==> config.mk <==
export PLATFORM = sky130hd
export DESIGN_NAME = display_7seg_2dig_flat
export DESIGN_NICKNAME = d
export VERILOG_FILES = /design/src/rtl/display_7seg_2dig_if.sv /design/src/rtl/display_7seg_2dig.sv /design/src/flat_wrapper.sv
export SDC_FILE = /design/constraint.sdc
export NUM_CORES = 1
export LEC_CHECK = 0
export ABC_AREA = 1
export CAP_MARGIN = 20
export CORE_MARGIN = 1
export CORE_UTILIZATION = 50
export DETAILED_ROUTE_END_ITERATION = 10
export PLACE_DENSITY = 0.74
export SETUP_SLACK_MARGIN = 0.02
export SYNTH_ARGS = -nofsm -noshare
export SYNTH_HDL_FRONTEND = slang
export SYNTH_SLANG_ARGS = --single-unit
==> constraint.sdc <==
create_clock -name clock -period 1.8 [get_ports clock]
set_clock_uncertainty 0.2 [all_clocks]
set_input_delay 0.36 -clock clock [delete_from_list [all_inputs] [get_ports clock]]
set_output_delay 0.36 -clock clock [all_outputs]
set_load 0.02 [all_outputs]
==> src/rtl/display_7seg_2dig_if.sv <==
// Digit bus from the 0-99 counter: units (M) and tens (S) BCD digits.
// The counter drives it as master; the display consumes it as slave.
interface display_7seg_2dig_if;
    logic [3:0] M;
    logic [3:0] S;

    modport master (output M, output S);
    modport slave  (input  M, input  S);
endinterface

==> src/rtl/display_7seg_2dig.sv <==
// Two-digit multiplexed 7-segment driver: latches the digit bus once per scan frame,
// decodes BCD, and applies leading-zero blanking, blinking and invalid-digit flagging.
module display_7seg_2dig #(
    parameter int SCAN_DIV     = 50000,
    parameter int BLINK_FRAMES = 100,
    parameter bit ACTIVE_LOW   = 1'b1
) (
    input  logic                 clock,
    input  logic                 reset,
    display_7seg_2dig_if.slave   digits,
    input  logic                 blank_lz,
    input  logic                 blink_en,
    output logic [6:0]           seg,
    output logic [1:0]           an,
    output logic                 bcd_err
);

    localparam int PW = $clog2(SCAN_DIV);
    localparam int FW = (BLINK_FRAMES > 1) ? $clog2(BLINK_FRAMES) : 1;
    localparam logic [6:0] SEG_INV = ACTIVE_LOW ? 7'h7f : 7'h00;
    localparam logic [1:0] AN_INV  = ACTIVE_LOW ? 2'b11 : 2'b00;

    typedef enum logic {SLOT_UNITS = 1'b0, SLOT_TENS = 1'b1} slot_t;

    logic [PW-1:0] presc;
    slot_t         slot;
    logic [3:0]    units;
    logic [3:0]    tens;
    logic [FW-1:0] frame_cnt;
    logic          blink_phase;

    logic          tick;
    logic          frame_end;
    logic [6:0]    seg_act;
    logic [1:0]    an_act;

    function automatic logic [6:0] decode(input logic [3:0] d);
        case (d)
            4'd0:    decode = 7'b0111111;
            4'd1:    decode = 7'b0000110;
            4'd2:    decode = 7'b1011011;
            4'd3:    decode = 7'b1001111;
            4'd4:    decode = 7'b1100110;
            4'd5:    decode = 7'b1101101;
            4'd6:    decode = 7'b1111101;
            4'd7:    decode = 7'b0000111;
            4'd8:    decode = 7'b1111111;
            4'd9:    decode = 7'b1101111;
            default: decode = 7'b1000000;
        endcase
    endfunction

    assign tick      = (presc == PW'(SCAN_DIV - 1));
    assign frame_end = tick && (slot == SLOT_TENS);

    // Active-high view of the selected slot; blinking overrides leading-zero blanking.
    always_comb begin
        seg_act = decode((slot == SLOT_TENS) ? tens : units);
        an_act  = (slot == SLOT_TENS) ? 2'b10 : 2'b01;
        if (slot == SLOT_TENS && blank_lz && tens == 4'd0) begin
            seg_act = 7'b0000000;
            an_act  = 2'b00;
        end
        if (blink_en && blink_phase) begin
            seg_act = 7'b0000000;
            an_act  = 2'b00;
        end
    end

    always_ff @(posedge clock or posedge reset) begin
        if (reset) begin
            presc       <= '0;
            slot        <= SLOT_UNITS;
            units       <= 4'd0;
            tens        <= 4'd0;
            frame_cnt   <= '0;
            blink_phase <= 1'b0;
            seg         <= SEG_INV;
            an          <= AN_INV;
            bcd_err     <= 1'b0;
        end else begin
            presc <= tick ? '0 : presc + PW'(1);
            if (tick) begin
                slot <= (slot == SLOT_TENS) ? SLOT_UNITS : SLOT_TENS;
            end
            // Both digits change together so a frame never mixes old and new values.
            if (frame_end) begin
                units <= digits.M;
                tens  <= digits.S;
                if (frame_cnt == FW'(BLINK_FRAMES - 1)) begin
                    frame_cnt   <= '0;
                    blink_phase <= ~blink_phase;
                end else begin
                    frame_cnt <= frame_cnt + FW'(1);
                end
            end
            seg     <= seg_act ^ SEG_INV;
            an      <= an_act ^ AN_INV;
            bcd_err <= (units > 4'd9) || (tens > 4'd9);
        end
    end

endmodule

==> src/flat_wrapper.sv <==
// flat-port wrapper written by rule: the top's interface ports become plain ports
module display_7seg_2dig_flat 
#(
    parameter int SCAN_DIV     = 50000,
    parameter int BLINK_FRAMES = 100,
    parameter bit ACTIVE_LOW   = 1'b1
)
  (clock, reset, blank_lz, blink_en, seg, an, bcd_err, digits_M, digits_S);
  display_7seg_2dig_if digits_i ();
  input  logic clock;
  input  logic reset;
  input  logic blank_lz;
  input  logic blink_en;
  output logic [6:0] seg;
  output logic [1:0] an;
  output logic bcd_err;
  input wire logic [$bits(digits_i.M)-1:0] digits_M;
  input wire logic [$bits(digits_i.S)-1:0] digits_S;
  assign digits_i.M = digits_M;
  assign digits_i.S = digits_S;
  display_7seg_2dig #(.SCAN_DIV(SCAN_DIV), .BLINK_FRAMES(BLINK_FRAMES), .ACTIVE_LOW(ACTIVE_LOW)) u_core (.clock(clock), .reset(reset), .digits(digits_i), .blank_lz(blank_lz), .blink_en(blink_en), .seg(seg), .an(an), .bcd_err(bcd_err));
endmodule
==> flow_summary.yaml, run 1 <==
status:
  status: "complete, no violations"
cts:
  cts_tree: "yes"
  htree_levels: 2
  clockRootBuffer: "clkbuf_8"
  cts_buffers: 5
  worstSkewPairLatency_ns: 0.30
  clk_pin_slew_ns: 0.08
  clockBufferDepth: 2
  cts.sinks: 43
worst_setup_path:
  r2r_cells: 6
  cp_num_buf_inv: 1
  setup.worst_path.end_class: "primary output"
  crit_chain: "dlygate4sd2_1"
  critical_path_class: "flip-flop to primary output"
  r2r_start: "u_core.frame_cnt[0]$_DFFE_PP0P_"
  cpMaxStageDelayCell: "dfstp_2"
  crit_family: "flip-flops"
  timing.rr.end: "u_core.frame_cnt[6]$_DFFE_PP0P_"
  slowest_delay_ns: 0.53
  worstPathRequired_ns: 1.24
  critical_path.startpoint_type: "flip-flop"
  r2r_slack_ns: 0.16
  path_max_fanout: 1
  cp.arrival_ns: 1.14
layout:
  syn_to_final_growth_pct: 18.40
  final_common_cell: "nand2_1"
  nets: 349
  layout_common_cells: "nand2_1 (106), inv_1 (39), nor2_1 (38)"
  diodes: 0
  drive_gt1_share_pct: 11.78
global_routing:
  grt_use_met2_pct: 30.20
  grt_pass1_vias: 1739
  globalRoute.totalOverflow: 0
  grt_max_degree: 44
  antenna_found_initial: 0
  grt_util_met3_pct: 3.052
  grt_pass1_wl_um: 7500
  busiest_layer: "met2"
  grt_usage_pct: 19.67
  use_met1_pct: 26.97
timing:
  period_share_pct: 94.62
  setup_tns_ns: 0
  grt_setup_unrepaired: "false"
  slew_headroom_pct: 66.40
  period_minus_slack_ns: 1.703
  max_freq_ghz: 0.5871
  slew_viol_final: 0
  tightest_slew_ns: 0.5007
  layout_setup_ws_ns: 0.09680
  hold_viol: 0
  setup_viol: 0
die:
  placementRows: 24
  die_area_um2: 4802
  die_h_um: 69.30
  io_pins: 22
  initial_core_util_pct: 52.01
  core_um2: 4354
  die_w_um: 69.30
placement:
  hpwl_um: 3016
  pre_cts_ws_ns: 0.002167
  port_buffers: 21
  place_congestion: 0.8212
routing:
  drtIter0Drc: 117
  routed_wl_um: 4197
  dr_total_vias: 1838
  firstDrtPassIters: 4
  drc_errors: 0
  post_drt_wl_per_cell_um: 10.96
  ant_nets: 0
  post_drt_via_cell_ratio: 4.799
min_path:
  min-delay-path-class: "input pin to async pin"
pwr:
  p_leak_nw: 1.288
  clkPwrFrac_pct: 38.2
  p_switching_mw: 0.3376
  vdd.ir_drop.worst_uv: 325.9
  intPower_mw: 1.301
  swShare_pct: 20.60
  pwr-share-seq_pct: 59.0
  p_per_area_nw_per_um2: 611.1
  p_comb_share_pct: 2.9
yosys:
  synth_area_um2: 2265
  synth_nets: 317
  avgSynthCellArea_um2: 7.600
  synth-seq-area-share_pct: 48.01
  synth-seq-cells: 43
  yosys_warnings: 0
  syn_inst: 298
  synth_cell_types: 25
flow_run:
  maxCapViolations: 0
==> metal layers <==
layer / vias to the layer above / wire [um]
met5: - / 0
met4: 0 / 95
met3: 8 / 114
met2: 26 / 1919
met1: 834 / 2069
li1: 970 / -
==> cells by family (layout without fill, tap and decap cells) <==
| kind of cell | after synthesis | count (layout) | synth area share [%] |
|---|---|---|---|
| simple gates | 179 | 179 | 32.71 |
| buf+inv | 46 | 79 | 8.784 |
| flops | 43 | 43 | 48.01 |
| compound gates | 15 | 15 | 3.535 |
| xor+xnor | 8 | 8 | 3.094 |
| fa+ha+maj | 7 | 7 | 3.867 |
==> synth_stat cells <==
master	n	area share [%]
clkinv_1	1	0.17
xor2_1	7	2.7
nor2_2	5	1.4
nor2_1	38	6.3
nand4_1	5	1.4
o21ai_0	9	2.0
nand3_1	15	3.3
o21ai_1	1	0.22
nand3_2	1	0.44
buf_8	1	0.66
inv_2	1	0.17
nand3b_1	1	0.33
inv_1	40	6.6
ha_1	7	3.9
a21oi_1	3	0.66
buf_4	2	0.66
nand2_1	106	18
o211ai_1	2	0.66
nor3_1	4	0.88
buf_6	1	0.50
xnor2_1	1	0.39
dfstp_2	9	10
dfrtp_1	34	38
nand2_2	2	0.55
or2_2	2	0.55
==> sequential cells by signal (all words and copies together), names as in the netlist, 2 cells and up <==
| signal | flops |
|---|---|
| u_core.presc | 16 |
| u_core.seg | 7 |
| u_core.tens | 4 |
| u_core.frame_cnt | 7 |
| u_core.units | 4 |
| u_core.an | 2 |
==> final cells by class <==
type | count | area [um^2]
multi-input cells | 209 | 1005
clock inverters | 1 | 5.005
flip-flops and latches | 43 | 1089
clock buffers | 7 | 86.33
repair buffers | 28 | 262.8
repair inverters | 1 | 7.507
inverters | 42 | 161.4
well taps | 52 | 65.06
fillers | 376 | 1673
==> metrics by stage <==
stage	utilization [%]	area, um^2	hold WS (ns)	power (mW)	std cells
2_1_floorplan	-	2268	0.2329	0.9985	298
3_3_place_gp	58.79	2560	0.2430	1.034	373
3_5_place_dp	58.79	2560	0.2649	1.034	373
4_1_cts	60.69	2643	0.2430	1.662	381
5_1_grt	61.58	2681	0.2859	1.708	383
6_report	61.58	2681	0.2339	1.639	383
==> what timing repair did <==
item                                    CTS  global route
setup buffers                             0             1
gates resized for setup                  11             6
gates cloned                              0             1
hold endpoints to repair                  0             0
hold buffers                              0             0
endpoints found under the setup margin   13            18
pin swaps                                 0             1
==> worst max-delay path by stage <==
stage                                               start                               to  slack [ns]  cells past startpoint
after floorplan                   u_core.slot$_DFFE_PP0N_          u_core.seg[6]$_DFF_PP1_        0.08                      7
after global placement          u_core.presc[0]$_DFF_PP0_          u_core.slot$_DFFE_PP0N_        0.13                      6
after detailed placement        u_core.presc[0]$_DFF_PP0_  u_core.frame_cnt[3]$_DFFE_PP0P_       0.002                      7
after CTS                          u_core.an[0]$_DFF_PP1_                            an[0]        0.07                      1
after global routing      u_core.frame_cnt[0]$_DFFE_PP0P_  u_core.frame_cnt[2]$_DFFE_PP0P_        0.02                      6
final                              u_core.an[0]$_DFF_PP1_                            an[0]         0.1                      1
==> power groups by stage <==
stage | sequential [mW] | combinational, mW | clock (mW)
finish | 0.966 | 0.0471 | 0.625
global route | 0.966 | 0.0541 | 0.687
CTS | 0.966 | 0.0492 | 0.647
detailed placement | 0.985 | 0.0492 | 0
global placement | 0.985 | 0.0492 | 0
floorplan | 0.985 | 0.0140 | 0
Power figures use the tool's default switching activity.
==> inputs of run 2 (changes only) <==
--- a/config.mk
+++ b/config.mk
@@ -9,6 +9,8 @@
 export CAP_MARGIN = 20
 export CORE_MARGIN = 1
 export CORE_UTILIZATION = 50
+export CTS_CLUSTER_DIAMETER = 30
+export CTS_CLUSTER_SIZE = 20
 export DETAILED_ROUTE_END_ITERATION = 10
 export PLACE_DENSITY = 0.74
 export SETUP_SLACK_MARGIN = 0.02
==> results of run 2 <==
Final layout, timing and power as in run 1 (identical DEF).
